## src/rtl/keypad_emulator_if.sv

```systemverilog
`default_nettype none
// ============================================================================
//  Module      : keypad_emulator_if
//  Description : Scanner-side bundle of the keypad emulator: column strobe
//                in, row lines out, plus the key request/status handshake.
//  Revision    : 1.0 - initial release
// ============================================================================
interface keypad_emulator_if;
    logic [3:0] col;
    logic [3:0] fila;
    logic [4:0] key_code;
    logic       key_valid;
    logic       busy;
    logic       done;
    logic       err;

    // Requester / scanner side
    modport master (
        output col, key_code, key_valid,
        input  fila, busy, done, err
    );

    // Emulator side
    modport slave (
        input  col, key_code, key_valid,
        output fila, busy, done, err
    );
endinterface
`default_nettype wire

```

## src/rtl/keypad_emulator.sv

```systemverilog
`default_nettype none
// ============================================================================
//  Module      : keypad_emulator
//  Description : Emulates a 4x4 matrix keypad. A requested key is held
//                closed for HOLD_TICKS cycles, then released for GAP_TICKS
//                cycles. Row lines respond combinationally to the column
//                strobe so the scanner decodes in the same cycle.
//                Optional macro KEYPAD_BOUNCE_EN adds contact-bounce gating
//                over the first BOUNCE_TICKS cycles of each press.
//  Revision    : 1.0 - initial release
// ============================================================================
module keypad_emulator #(
    parameter int HOLD_TICKS   = 20,
    parameter int GAP_TICKS    = 10,
    parameter int BOUNCE_TICKS = 4
) (
    input  wire logic         clk,
    input  wire logic         rst,
    keypad_emulator_if.slave  bus
);

    localparam logic [15:0] HOLD_LAST = 16'(HOLD_TICKS - 1);
    localparam logic [15:0] GAP_LAST  = 16'(GAP_TICKS - 1);

    // Parameter sanity checks at elaboration
    if (HOLD_TICKS < 1 || HOLD_TICKS > 65535) begin : g_bad_hold
        $error("keypad_emulator: HOLD_TICKS out of range");
    end
    if (GAP_TICKS < 1 || GAP_TICKS > 65535) begin : g_bad_gap
        $error("keypad_emulator: GAP_TICKS out of range");
    end
    if (BOUNCE_TICKS < 1 || BOUNCE_TICKS > HOLD_TICKS) begin : g_bad_bounce
        $error("keypad_emulator: BOUNCE_TICKS out of range");
    end

    typedef enum logic [1:0] {
        IDLE  = 2'd0,
        PRESS = 2'd1,
        GAP   = 2'd2
    } state_t;

    state_t      state, state_n;
    logic [15:0] counter, counter_n;
    logic [3:0]  target_row, target_row_n;
    logic [3:0]  target_col, target_col_n;
    logic        busy_q, done_q, err_q;
    logic        done_n, err_n;
    logic [3:0]  fila_w;

    // Key code to {row, col} one-hot position on the 4x4 matrix
    function automatic logic [7:0] key_position(input logic [3:0] code);
        logic [7:0] pos;
        case (code)
            4'h1:    pos = {4'b0001, 4'b0001};
            4'h2:    pos = {4'b0001, 4'b0010};
            4'h3:    pos = {4'b0001, 4'b0100};
            4'hA:    pos = {4'b0001, 4'b1000};
            4'h4:    pos = {4'b0010, 4'b0001};
            4'h5:    pos = {4'b0010, 4'b0010};
            4'h6:    pos = {4'b0010, 4'b0100};
            4'hB:    pos = {4'b0010, 4'b1000};
            4'h7:    pos = {4'b0100, 4'b0001};
            4'h8:    pos = {4'b0100, 4'b0010};
            4'h9:    pos = {4'b0100, 4'b0100};
            4'hC:    pos = {4'b0100, 4'b1000};
            4'hF:    pos = {4'b1000, 4'b0001};
            4'h0:    pos = {4'b1000, 4'b0010};
            4'hE:    pos = {4'b1000, 4'b0100};
            default: pos = {4'b1000, 4'b1000};   // 4'hD
        endcase
        return pos;
    endfunction

    // State, counter, target and status registers
    always_ff @(posedge clk) begin
        if (rst) begin
            state      <= IDLE;
            counter    <= 16'd0;
            target_row <= 4'd0;
            target_col <= 4'd0;
            busy_q     <= 1'b0;
            done_q     <= 1'b0;
            err_q      <= 1'b0;
        end else begin
            state      <= state_n;
            counter    <= counter_n;
            target_row <= target_row_n;
            target_col <= target_col_n;
            busy_q     <= (state_n != IDLE);
            done_q     <= done_n;
            err_q      <= err_n;
        end
    end

    // Next-state logic: accept in IDLE, reject any request while busy
    always_comb begin
        state_n      = state;
        counter_n    = counter;
        target_row_n = target_row;
        target_col_n = target_col;
        done_n       = 1'b0;
        err_n        = 1'b0;
        case (state)
            IDLE: begin
                if (bus.key_valid) begin
                    if (bus.key_code[4]) begin
                        err_n = 1'b1;
                    end else begin
                        state_n                     = PRESS;
                        counter_n                   = 16'd0;
                        {target_row_n, target_col_n} = key_position(bus.key_code[3:0]);
                    end
                end
            end
            PRESS: begin
                err_n = bus.key_valid;
                if (counter == HOLD_LAST) begin
                    state_n   = GAP;
                    counter_n = 16'd0;
                end else begin
                    counter_n = counter + 16'd1;
                end
            end
            GAP: begin
                err_n = bus.key_valid;
                if (counter == GAP_LAST) begin
                    state_n   = IDLE;
                    counter_n = 16'd0;
                    done_n    = 1'b1;
                end else begin
                    counter_n = counter + 16'd1;
                end
            end
            default: begin
                state_n   = IDLE;
                counter_n = 16'd0;
            end
        endcase
    end

    // Row response: the target column is one-hot, so equality also rejects
    // any non-one-hot strobe
    always_comb begin
        fila_w = 4'b0000;
        if (state == PRESS && bus.col == target_col) begin
            fila_w = target_row;
        end
`ifdef KEYPAD_BOUNCE_EN
        if (counter < 16'(BOUNCE_TICKS) && counter[0]) begin
            fila_w = 4'b0000;
        end
`endif
    end

    assign bus.fila = fila_w;
    assign bus.busy = busy_q;
    assign bus.done = done_q;
    assign bus.err  = err_q;

endmodule
`default_nettype wire
```

## src/flat_wrapper.sv

```systemverilog
// flat-port wrapper written by rule: the top's interface ports become plain ports
module keypad_emulator_flat 
#(
    parameter int HOLD_TICKS   = 20,
    parameter int GAP_TICKS    = 10,
    parameter int BOUNCE_TICKS = 4
)
  (clk, rst, bus_col, bus_key_code, bus_key_valid, bus_fila, bus_busy, bus_done, bus_err);
  keypad_emulator_if bus_i ();
  input  wire logic clk;
  input  wire logic rst;
  input wire logic [$bits(bus_i.col)-1:0] bus_col;
  input wire logic [$bits(bus_i.key_code)-1:0] bus_key_code;
  input wire logic [$bits(bus_i.key_valid)-1:0] bus_key_valid;
  output wire logic [$bits(bus_i.fila)-1:0] bus_fila;
  output wire logic [$bits(bus_i.busy)-1:0] bus_busy;
  output wire logic [$bits(bus_i.done)-1:0] bus_done;
  output wire logic [$bits(bus_i.err)-1:0] bus_err;
  assign bus_i.col = bus_col;
  assign bus_i.key_code = bus_key_code;
  assign bus_i.key_valid = bus_key_valid;
  assign bus_fila = bus_i.fila;
  assign bus_busy = bus_i.busy;
  assign bus_done = bus_i.done;
  assign bus_err = bus_i.err;
  keypad_emulator #(.HOLD_TICKS(HOLD_TICKS), .GAP_TICKS(GAP_TICKS), .BOUNCE_TICKS(BOUNCE_TICKS)) u_core (.clk(clk), .rst(rst), .bus(bus_i));
endmodule
```

## config.mk

```make
export PLATFORM = sky130hd
export DESIGN_NAME = keypad_emulator_flat
export DESIGN_NICKNAME = d
export VERILOG_FILES = /design/src/rtl/keypad_emulator_if.sv /design/src/rtl/keypad_emulator.sv /design/src/flat_wrapper.sv
export SDC_FILE = /design/constraint.sdc
export NUM_CORES = 1
export LEC_CHECK = 0
export BUFFER_PORTS_ARGS = -buffer_cell sky130_fd_sc_hd__buf_2
export CAP_MARGIN = 20
export CORE_MARGIN = 5
export CORE_UTILIZATION = 60
export CTS_BUF_LIST = sky130_fd_sc_hd__clkbuf_8
export DETAILED_ROUTE_END_ITERATION = 12
export GPL_TIMING_DRIVEN = 0
export PLACE_DENSITY = 0.8
export SETUP_SLACK_MARGIN = 0.2
export SYNTH_ARGS = -nofsm -noshare
export SYNTH_HDL_FRONTEND = slang
export SYNTH_SLANG_ARGS = --single-unit
```

## constraint.sdc

```tcl
create_clock -name clk -period 2.42 [get_ports clk]
set_clock_uncertainty 0.15 [all_clocks]
set_input_delay 0.605 -clock clk [delete_from_list [all_inputs] [get_ports clk]]
set_output_delay 0.605 -clock clk [all_outputs]
set_load 0.01 [all_outputs]
```

## After elaboration in Yosys (flattened, before gate mapping)

Memories as Yosys holds them, arrays and structs flattened. A register that Yosys moved wholly into a read port is not among the register bits.
Index checks and enable logic that the tools add are counted.
W data, S select, Z words.

| storage, ports and cells | value |
|---|---|
| register bits | 21 |
| bits in read-only memories | 128 |
| input port bits | 12 |
| logic and storage cells | 38 |
| memories | 1 |

| operators by class | value |
|---|---|
| $add $sub $neg | 1 |
| equality and inequality tests | 7 |
| muxes and demuxes | 15 |
| bitwise operators | 2 |
| reductions and logical operators | 7 |

Memories:

| name | depth | bits a word | read ports | clocked after memory_dff | wr ports | RTL line | text |
|---|---|---|---|---|---|---|---|
| (name not given) | 16 | 8 | 1 | 1 | 0 | keypad_emulator.sv:53 | `case (code)` |

Operator list:

| operator | count |
|---|---|
| $mux W16 | 4 |
| $pmux W16 S3 | 1 |
| $add A16 B1 Y16 const B | 1 |
| $eq A16 B4 Y1 const B | 1 |
| $eq A16 B5 Y1 const B | 1 |
| $mux W2 | 4 |
| $pmux W2 S3 | 1 |
| $eq A4 B4 Y1 | 1 |
| $mux W4 | 1 |
| $ne A2 B2 Y1 const B | 2 |
| $reduce_or A2 Y1 | 2 |
| $mux W1 | 3 |
| $reduce_and A3 Y1 | 1 |
| $eq A2 B1 Y1 const B | 1 |
| $eq A2 B2 Y1 const B | 1 |
| $logic_not A2 Y1 | 1 |
| $not A1 Y1 | 2 |
| $pmux W1 S2 | 1 |
| $reduce_and A2 Y1 | 1 |
| $reduce_bool A2 Y1 | 1 |
| $logic_and A1 B1 Y1 | 1 |

## Depth between registers and ports, before layout

Gate-level depths: netlist of the first run.

| logic depth | value |
|---|---|
| depth after elaboration | 4 |
| mapped depth | 8 |

## Worst setup path after synthesis of the first run

OpenSTA, ideal clock, no wires.

| timing path | value |
|---|---|
| kind | flip-flop to flip-flop |
| from | register u_core.counter[2] |
| to | register u_core.counter[11] |
| library setup time | 117 ps |
| arrival time | 1963 ps |
| required time | 2153 ps |
| setup slack | 190 ps |
| cell stages (with the launch flop) | 6 |
| clock period less this slack | 2230 ps |
| cell sequence | dfxtp_1 -> or4_4 -> or4_4 -> o2bb2ai_2 -> a21o_1 -> a32o_1 |

| between the ends | value |
|---|---|
| cells in the longest elaborated chain, start to end | 3 |
| elaborated cells on any way between the ends | 6 |

Ends and longest elaborated chain:

| element | RTL line | text |
|---|---|---|
| start, declared | keypad_emulator.sv:43 | `logic [15:0] counter, counter_n;` |
| start signal, assigned | keypad_emulator.sv:86 | `counter <= counter_n;` |
| $add A16 B1 Y16 (tied with other cells) | keypad_emulator.sv:121, keypad_emulator.sv:131 |  |
| $mux W16, on equally long branches | keypad_emulator.sv:126, keypad_emulator.sv:117 |  |
| $pmux W16 S3 * | keypad_emulator.sv:103 | `case (state)` |

Mark *: on every way between the ends. The rest lies on a longest branch, timed or not.
A chain may end at the register's enable or synchronous reset.

## Worst setup path in the final report of the first run

| timing path | value |
|---|---|
| from | input port bus_col[1] |
| to | output port bus_fila[1] |

| between the ends | value |
|---|---|
| cells in the longest elaborated chain, start to end | 3 |

Ends and longest elaborated chain:

| element | RTL line | text |
|---|---|---|
| start, declared | flat_wrapper.sv:12 | `input wire logic [$bits(bus_i.col)-1:0] bus_col;` |
| $eq A4 B4 Y1 | keypad_emulator.sv:145 | `if (state == PRESS && bus.col == target_col) begin` |
| $logic_and A1 B1 Y1 | keypad_emulator.sv:145 |  |
| $mux W4 | keypad_emulator.sv:145 |  |
| end, declared | flat_wrapper.sv:15 | `output wire logic [$bits(bus_i.fila)-1:0] bus_fila;` |

Every way passes these cells.

==> results_dict.tcl, run 1 <==
set metrics [dict create \
    fin_nets 253 \
    critPathTopFamily "simple AND/OR/NAND/NOR gates" \
    setup_ws_ns 0.0934 \
    path_cells "buf_6, xnor2_2, nand2_1, nor4_4, and2_1, buf_2" \
    n_fill_cell 167 \
    vias 1573 \
    grt_max_degree 11 \
    syn_area_per_cell_um2 8.19 \
    synth_seq_area_share_pct 35.4 \
    r2r-end "u_core.counter[8]$_SDFFE_PP0P_" \
    p_int_uw 959 \
    synth.most_common_cell "nor2_1" \
    post-place-cells 249 \
    leakage_nw 0.840 \
    worstSetupStartpointType "primary input" \
    design_area_um2 2120 \
    worst_pin_slew_ns 0.535 \
    finalHoldViolCount 0 \
    ant_nets 0 \
    netlist_top_cells_area "dfxtp_1, ha_1, nor2_1, xor2_1, a21oi_1" \
    status "complete, no violations" \
    drt-vias-per-instance 5.98 \
    yosysUniqueCellTypes 39 \
    hold_end "u_core.target_row[3]$_SDFFE_PP0P_" \
    antenna_found_initial 0 \
    place_area_um2 1770 \
    rsz0062_at_grt "yes" \
    critical_path_peak_fanout 4 \
    min_period_ns 2.33 \
    wl_per_cell_um 17.1 \
    async_reset_ff_share_pct 0 \
    drt-total-wl_um 4490 \
    hp-class "flop to flop" \
    final_cell_count_no_fill 263 \
    regToRegSetupSlack_ns 0.09 \
    seqPwrFrac_pct 39.5 \
    first_pass_iters 6 \
    synth_top_area_cell "dfxtp_1" \
    clkPwrFrac_pct 48.9 \
    rows 19 \
    clock-sinks 29 \
    synth_edf_count 0 \
    critPathKind "primary input to output pin" \
    ys_warn_count 0 \
    core_um2 2690 \
    synthCells 200 \
    port_buffers 18 \
    hold_buffers 0 \
    ioPinCount 19 \
    cpPeakStageDelay_ns 0.24 \
    synth-main-ff-cell "dfxtp_1" \
    worst_path_max_delay_cell "nor4_4" \
    hold_depth 2 \
    power_switching_share_pct 23.8 \
    relSlewSlack_pct 64.3 \
    synth_fp_nets 222 \
    fp.dieW_um 62.2 \
    start_util_pct 61.0 \
    grt_overflow 0 \
    worst_ir_drop_vdd_v 0.000638 \
    drtIter0Drc 109 \
    cts_max_level 2 \
    worstHoldStart "u_core.target_row[3]$_SDFFE_PP0P_" \
    worstRegToRegCells 6 \
    die-area_um2 3870 \
    synth_commonest_cells "nor2_1, dfxtp_1, nand2_1, a21oi_1, xor2_1" \
    report.final.setup_viol 0 \
    slew_violations 0 \
    fmax_mhz 430 \
    net-switching-power_uw 300 \
    synth_top_cell_area_share_pct 35.4 \
    place_congestion 0.824 \
    diodes 0 \
    track_usage_pct 21.6 \
    post-place-ws_ns -0.137 \
    pwr_density_cell_nw_per_um2 595 \
    critPathArrivalTime_ns 1.57 \
    layout-drive-gt1-share_pct 28.9 \
    die_h_um 62.2 \
    first_global_vias 1546 \
    area_growth_syn_to_layout_pct 29.3 \
    grt_pass1_wl_um 6800 \
    cp-end-kind "output pin" \
    synth_area_um2 1640 \
    drc 0 \
    r2r-start "u_core.counter[2]$_SDFFE_PP0P_" \
    clk_path_buf_depth 2 \
    tritoncts "done" \
    maxCapViolCount 0 \
    comb_power_share_pct 11.6 \
    clkTransAtPathRegs_ns 0.07 \
    worst_ep_required_time_ns 1.66 \
    ys_ff_latch 29 \
    fin_crit_sh_pct 96.1 \
    insertion_delay_ns 0.30 \
    place_hpwl_um 2740 \
    cp_num_buf_inv 2 \
    clock-root-buffer "clkbuf_8" \
    cts_made_buffers 5 \
    hold_ws_ns 0.362 \
]
-- routing by layer --
metal,global-route usage [%],up-vias,wire [um]
met2,36.4,80,2250
met5,0,-,0
met3,6.49,19,299
li1,-,749,-
met4,10.8,0,191
met1,24.3,725,1760
-- cell families after synthesis --
group,Yosys count,synth area share (%)
DFF,29,35.4
AOI/OAI and AO/OA,34,13.8
and+or+nand+nor,90,27.9
xor gates and xnor gates,16,8.56
muxes,4,2.52
adders and majority gates,10,7.64
buffers and inverters,17,4.13
-- sequential cells by signal (all words and copies together), names as in the netlist --
name and flops:
u_core.state 2, u_core.bus.busy 1, u_core.target_row 4, u_core.bus.err 1, u_core.bus.done 1, u_core.target_col 4
u_core.counter 16
-- layout by cell type (no fill, tap or decap), types with 4 or more instances in the layout --
cell type / instances
nor3_1: 4
buf_2: 15
nand3_1: 8
ha_1: 8
buf_6: 4
dfxtp_2: 6
nor2_1: 23
clkbuf_8: 5
nor2_2: 7
buf_4: 5
xor2_1: 10
and2_1: 5
a21oi_1: 14
or4_4: 4
dfxtp_1: 22
clkbuf_1: 4
inv_1: 10
nand3b_1: 4
o21ai_0: 6
nand2_1: 16
-- how the worst max path moves through the flow --
stage / start / to / slack, ns / cells past startpoint
final: bus_col[1] / bus_fila[1] / 0.09 / 6
after floorplan: u_core.counter[11]$_SDFFE_PP0P_ / u_core.counter[11]$_SDFFE_PP0P_ / 0.20 / 5
after detailed placement: bus_col[2] / bus_fila[1] / -0.14 / 5
after global placement: bus_col[2] / bus_fila[1] / -0.08 / 5
after CTS: bus_col[1] / bus_fila[2] / 0.13 / 6
after global routing: bus_col[1] / bus_fila[1] / 0.03 / 6
-- stage by stage --
step                setup TNS, ns  power, mW  util (%)
floorplan                       0      0.583         -
finish                          0       1.26      78.9
global route                    0       1.31      78.9
CTS                             0       1.24      74.9
global placement           -0.299      0.613      65.8
detailed placement         -0.533      0.619      65.8
-- timing repair --
action	CTS	global route
cloned	0	1
pin swaps	12	12
setup endpoints to repair	18	27
buffers inserted	2	3
gates resized for setup	20	21
-- area by class of cell --
class | instances | area (um2) | share of cell area, %
Timing Repair Buffer | 24 | 161 | 7.62
Clock inverter | 3 | 65.1 | 3.07
Tap cell | 31 | 38.8 | 1.83
Clock buffer | 5 | 68.8 | 3.25
Inverter | 11 | 41.3 | 1.95
Multi-Input combinational cell | 154 | 1120 | 52.9
Buffer | 6 | 31.3 | 1.48
Sequential cell | 29 | 592 | 27.9
-- worst min-delay path, delay by kind of cell (launching register included) --
family / cells / cell delay (ns)
AOI/OAI and AO/OA: 1 / 0.05
DFF: 1 / 0.31
and+or+nand+nor: 1 / 0.10
-- power by group through the flow --
| stage | Sequential, mW | Clock [mW] | Combinational, mW |
|---|---|---|---|
| floorplan | 0.505 | 0 | 0.0775 |
| global placement | 0.505 | 0 | 0.108 |
| detailed placement | 0.506 | 0 | 0.113 |
| CTS | 0.497 | 0.608 | 0.130 |
| global route | 0.499 | 0.646 | 0.161 |
| finish | 0.498 | 0.616 | 0.146 |
No activity file was read; power rests on OpenSTA's default activity.
==> run 2: changes to the inputs <==
Settings changed: ABC_AREA set to 1, PLACE_DENSITY 0.8 to 0.79.
==> run 2 against run 1 <==
Effect of this change: hold slack got worse by 0.041 ns; sequential power barely moved; clock-buffer cell count rose by 2.
==> results_dict.tcl, run 2 <==
set metrics [dict create \
    synth-main-ff-cell "dfxtp_1" \
    ioPinCount 19 \
    port_buffers 16 \
    track_usage_pct 19.8 \
    die_h_um 63.4 \
    drt-vias-per-instance 5.30 \
    finalHoldViolCount 0 \
    grt_pass1_wl_um 6430 \
    clock-sinks 29 \
    leakage_nw 0.845 \
    place_area_um2 1830 \
    area_growth_syn_to_layout_pct 13.6 \
    layout-drive-gt1-share_pct 14.9 \
    wl_per_cell_um 12.0 \
    setup_tns_ns 0 \
    slew_violations 0 \
    report.final.setup_viol 0 \
    pwr_density_cell_nw_per_um2 540 \
    largest_reg_flops 16 \
    diodes 0 \
    first_pass_iters 4 \
    min_period_ns 2.22 \
    vias 1622 \
    fin_nets 296 \
    hold_ws_ns 0.322 \
    cp_num_cells 6 \
    synth_seq_area_share_pct 33.9 \
    antenna_found_initial 0 \
    rows 19 \
    critical_path_peak_fanout 4 \
    async_reset_ff_share_pct 0 \
    status "complete, no violations" \
    crit_start "bus_col[1]" \
    relSlewSlack_pct 68.0 \
    critPathTopFamily "simple AND/OR/NAND/NOR gates" \
    regToRegSetupSlack_ns 0.56 \
    synth_commonest_cells "nor2_1, nand2_1, inv_1, dfxtp_1, nand3_1" \
    hp-class "flop to flop" \
    ys_ff_latch 29 \
    final_cell_mix "nor2_1, nand2_1, inv_1, dfxtp_1, nand3_1" \
    worst_ep_required_time_ns 1.66 \
    clk_path_buf_depth 2 \
    syn_area_per_cell_um2 6.82 \
    place_congestion 0.954 \
    cts_max_level 2 \
    maxCapViolCount 0 \
    critPathArrivalTime_ns 1.47 \
    path_cells "buf_6, xor2_1, nor2_1, nand4_1, nor2_1, buf_2" \
    synth_area_um2 1710 \
    drtIter0Drc 56 \
    first_global_vias 1540 \
    fin_crit_sh_pct 91.8 \
    cpPeakStageDelay_ns 0.21 \
    n_fill_cell 238 \
    largest_registers "u_core.counter: 16 flops, u_core.target_col: 4 flops, u_core.target_row: 4 flops" \
    hold_buffers 0 \
    synth_fp_nets 273 \
    clkTransAtPathRegs_ns 0.06 \
    synth_top_cell_area_share_pct 33.9 \
    critPathKind "primary input to output pin" \
    synth_edf_count 0 \
    synthCells 251 \
    r2r-start "u_core.state[0]$_SDFF_PP0_" \
    post-cts-setup-buffer-count 0 \
    top_register "u_core.counter" \
    place_hpwl_um 2730 \
    ys_warn_count 0 \
    fmax_mhz 450 \
    start_util_pct 62.1 \
    drc 0 \
    insertion_delay_ns 0.28 \
    cts_made_buffers 5 \
    worstSetupStartpointType "primary input" \
    r2r-end "u_core.target_col[1]$_SDFFE_PP0P_" \
    cp_num_buf_inv 2 \
    drt-total-wl_um 3680 \
    design_area_um2 1950 \
    worstRegToRegCells 7 \
    worst_ir_drop_vdd_v 0.000633 \
    grt_max_degree 11 \
    clock-root-buffer "clkbuf_8" \
    fp.dieW_um 63.4 \
    netlist_top_cells_area "dfxtp_1, nor2_1, nand2_1, inv_1, ha_1" \
    yosysUniqueCellTypes 27 \
    core_um2 2760 \
    synth_top_area_cell "dfxtp_1" \
    synth.most_common_cell "nor2_1" \
    ant_nets 0 \
    worst_pin_slew_ns 0.478 \
    worst_path_max_delay_cell "nand4_1" \
    cp-end-kind "output pin" \
    endpoint "bus_fila[2]" \
    tritoncts "done" \
    rsz0062_at_grt "yes" \
    worst_path_most_repeated_cell "nor2_1" \
    die-area_um2 4020 \
    grt_overflow 0 \
    layout.cells.most_common "nor2_1" \
]
## run 2: changes by cell type after synthesis, moves of 5 or more
cell	change
nand3_1	+11
o21ai_0	+9
nand2_2	+8
inv_1	+23
nor2_1	+16
nand2_1	+22
and2_1	-5
## run 2: how the worst min path moves through the flow
stage / from / end / slack [ns] / depth (start not counted)
floorplan: u_core.target_row[3]$_SDFFE_PP0P_ / u_core.target_row[3]$_SDFFE_PP0P_ / 0.28 / 2
detailed placement: u_core.target_row[3]$_SDFFE_PP0P_ / u_core.target_row[3]$_SDFFE_PP0P_ / 0.31 / 2
CTS: u_core.target_row[3]$_SDFFE_PP0P_ / u_core.target_row[3]$_SDFFE_PP0P_ / 0.32 / 2
global placement: u_core.target_row[3]$_SDFFE_PP0P_ / u_core.target_row[3]$_SDFFE_PP0P_ / 0.30 / 2
finish: u_core.target_row[0]$_SDFFE_PP0P_ / u_core.target_row[0]$_SDFFE_PP0P_ / 0.32 / 2
global route: u_core.target_row[3]$_SDFFE_PP0P_ / u_core.target_row[3]$_SDFFE_PP0P_ / 0.34 / 2
## run 2: per-layer routing
layer  wire length, um  GRT usage (%)
met1              1680           22.5
met2              1800           34.9
met3               144           5.68
met4                52           6.75
met5                 0              0
## run 2: metrics by stage
stage / total power, mW / worst slack [ns] / util (%) / std cells
2_1_floorplan: 0.587 / 0.518 / - / 251
3_3_place_gp: 0.619 / 0.163 / 66.4 / 298
3_5_place_dp: 0.622 / 0.200 / 66.4 / 298
4_1_cts: 1.06 / 0.198 / 70.3 / 306
5_1_grt: 1.10 / 0.127 / 70.6 / 306
6_report: 1.05 / 0.197 / 70.6 / 306
## run 2: layout make-up
cell class,count,area (um2),share of cell area (%)
plain buffers,4,17.5,0.900
well taps,31,38.8,1.99
clock buffers,7,96.3,4.95
flip-flops and latches,29,581,29.8
inverters,36,135,6.95
multi-input cells,182,980,50.4
repair buffers,16,92.6,4.76
clock inverters,1,5.00,0.257
## run 2: power by group
part           internal [mW]  total (mW)  switching, mW  leakage, nW
sequential             0.490       0.497        0.00649        0.235
clock                  0.256       0.436          0.180       0.0542
combinational         0.0420       0.118         0.0760        0.555
## run 2: cell families (layout without fill, tap and decap cells)
| kind of cell | Yosys count | after routing | share of synthesized area (%) |
|---|---|---|---|
| simple gates | 124 | 124 | 32.0 |
| fa+ha+maj | 10 | 10 | 7.30 |
| compound gates | 38 | 38 | 12.8 |
| buf+inv | 40 | 64 | 8.91 |
| xor+xnor | 10 | 10 | 5.11 |
| flops | 29 | 29 | 33.9 |
## run 2: timing repair
| action | CTS | global route |
|---|---|---|
| resized for setup | 1 | 1 |
| setup endpoints to repair | 1 | 4 |
| pin swaps | 2 | 4 |
## run 2: tightest hold or removal path, cell delays in order (launching register included)
cell and delay, ns:
dfxtp_1 0.31, nand2_1 0.06, a21oi_1 0.06
==> run 3: changes to the inputs <==
Settings changed: BUFFER_PORTS_ARGS -buffer_cell sky130_fd_sc_hd__buf_2 to not set, CORE_UTILIZATION 60 to 65, DONT_BUFFER_PORTS set to 1.
==> run 3 against run 2 <==
Effect of this change: clock power shrank 11%; sequential cell count is the same; via count is 5.2% lower; combinational power is 14% lower; critical path depth decreased by 1; first-iteration DRC count increased by 32%; register-to-register slack about the same; non-clock buffer count down 15; clock-buffer cell count fell by 1; hold slack got worse by 0.077 ns.
==> results_dict.tcl, run 3 (synthesis gave the netlist of run 2 again) <==
set metrics [dict create \
    status "complete, no violations" \
    min_period_ns 2.07 \
    wl_per_cell_um 12.0 \
    cp-end-kind "output pin" \
    cts_max_level 2 \
    cts_made_buffers 5 \
    core_um2 2500 \
    start_util_pct 68.5 \
    ioPinCount 19 \
    worst_ep_required_time_ns 1.66 \
    rows 18 \
    tritoncts "done" \
    drt-total-wl_um 3450 \
    drc 0 \
    critical_path_peak_fanout 4 \
    report.final.setup_viol 0 \
    final_cell_mix "nor2_1, nand2_1, inv_1, dfxtp_1, nand3_1" \
    worstSetupStartpointType "flop" \
    clkTransAtPathRegs_ns 0.06 \
    worst_pin_slew_ns 0.492 \
    die_h_um 61.3 \
    hp-class "primary input to flop" \
    place_congestion 0.859 \
    insertion_delay_ns 0.27 \
    layout-drive-gt1-share_pct 10.8 \
    pwr_density_cell_nw_per_um2 531 \
    drt-vias-per-instance 5.32 \
    worstRegToRegCells 8 \
    fin_crit_sh_pct 85.7 \
    clock-sinks 29 \
    top_register "u_core.counter" \
    rsz0062_at_grt "no" \
    regToRegSetupSlack_ns 0.56 \
    clk_path_buf_depth 2 \
    critPathArrivalTime_ns 1.32 \
    place_hpwl_um 2630 \
    n_fill_cell 215 \
    largest_registers "u_core.counter: 16 flops, u_core.target_col: 4 flops, u_core.target_row: 4 flops" \
    post-place-ws_ns 0.302 \
    layout.cells.most_common "nor2_1" \
    drtIter0Drc 74 \
    first_pass_iters 4 \
    fin_nets 281 \
    place_area_um2 1750 \
    slew_violations 0 \
    die-area_um2 3760 \
    port_buffers 0 \
    ff_latch_area_um2 581 \
    worstHoldStart "rst" \
    design_area_um2 1850 \
    maxCapViolCount 0 \
    grt_max_degree 11 \
    r2r-start "u_core.state[0]$_SDFF_PP0_" \
    antenna_found_initial 0 \
    finalHoldViolCount 0 \
    fp.dieW_um 61.3 \
    area_growth_syn_to_layout_pct 8.25 \
    ant_nets 0 \
    post-place-cells 281 \
    worst_ir_drop_vdd_v 0.000539 \
    multi_input_area_um2 990 \
    diodes 0 \
    grt_overflow 0 \
    hold_end "u_core.counter[2]$_SDFFE_PP0P_" \
    setup_tns_ns 0 \
    leakage_nw 0.765 \
    first_global_vias 1490 \
    track_usage_pct 21.7 \
    fmax_mhz 482 \
    hold_depth 1 \
    clock-root-buffer "clkbuf_8" \
    largest_reg_flops 16 \
    grt_pass1_wl_um 6180 \
    r2r-end "u_core.counter[12]$_SDFFE_PP0P_" \
    setup_ws_ns 0.346 \
    relSlewSlack_pct 67.1 \
    final_cell_count_no_fill 289 \
    vias 1537 \
    critPathKind "flop to output pin" \
]
## run 3: worst max-delay path: stages, from the launching register on
cell	delay [ns]
dfxtp_1	0.32
inv_1	0.10
ha_1	0.22
nand4_1	0.09
buf_4	0.17
nor2_2	0.15
## run 3: cell type report
cell class                      count  share of cell area [%]
Multi-Input combinational cell    182                    53.4
Clock inverter                      1                   0.202
Buffer                              4                   0.945
Inverter                           36                    7.29
Timing Repair Buffer                1                   0.405
Clock buffer                        6                    4.45
Tap cell                           30                    2.02
Sequential cell                    29                    31.3
## run 3: power breakdown
part	internal, mW	switching (mW)	total, mW
logic	0.0339	0.0669	0.101
clock network	0.221	0.165	0.386
registers	0.491	0.00780	0.498
total	0.745	0.240	0.985
## run 3: how the worst max path moves through the flow
stage	end	from	cells past startpoint	slack (ns)
floorplan	bus_fila[0]	bus_col[1]	4	0.52
global placement	bus_fila[3]	bus_col[1]	4	0.29
detailed placement	bus_fila[2]	bus_col[1]	4	0.30
CTS	bus_fila[2]	u_core.state[1]$_SDFF_PP0_	4	0.28
global route	bus_fila[1]	u_core.state[1]$_SDFF_PP0_	5	0.26
finish	bus_fila[2]	u_core.state[1]$_SDFF_PP0_	5	0.35
## run 3: timing repair
item                                    in CTS  in global routing
endpoints found under the setup margin       0                  3
resized for setup                            0                  4
hold buffers                                 0                  0
buffers inserted                             0                  1
## run 3: per-stage QoR
stage | power [mW] | utilization [%] | hold slack [ns]
finish | 0.985 | 74.2 | 0.244
global route | 1.04 | 74.2 | 0.237
CTS | 0.993 | 73.5 | 0.238
detailed placement | 0.607 | 70.0 | 0.299
global placement | 0.606 | 70.0 | 0.297
floorplan | 0.587 | - | 0.284
## run 3: layer usage
metal	global-route usage, %	share of wire [%]	vias up
li1	-	-	816
met2	39.0	47	33
met4	6.36	1.0	0
met1	25.0	46	684
met5	0	0	-
met3	6.08	5.5	4
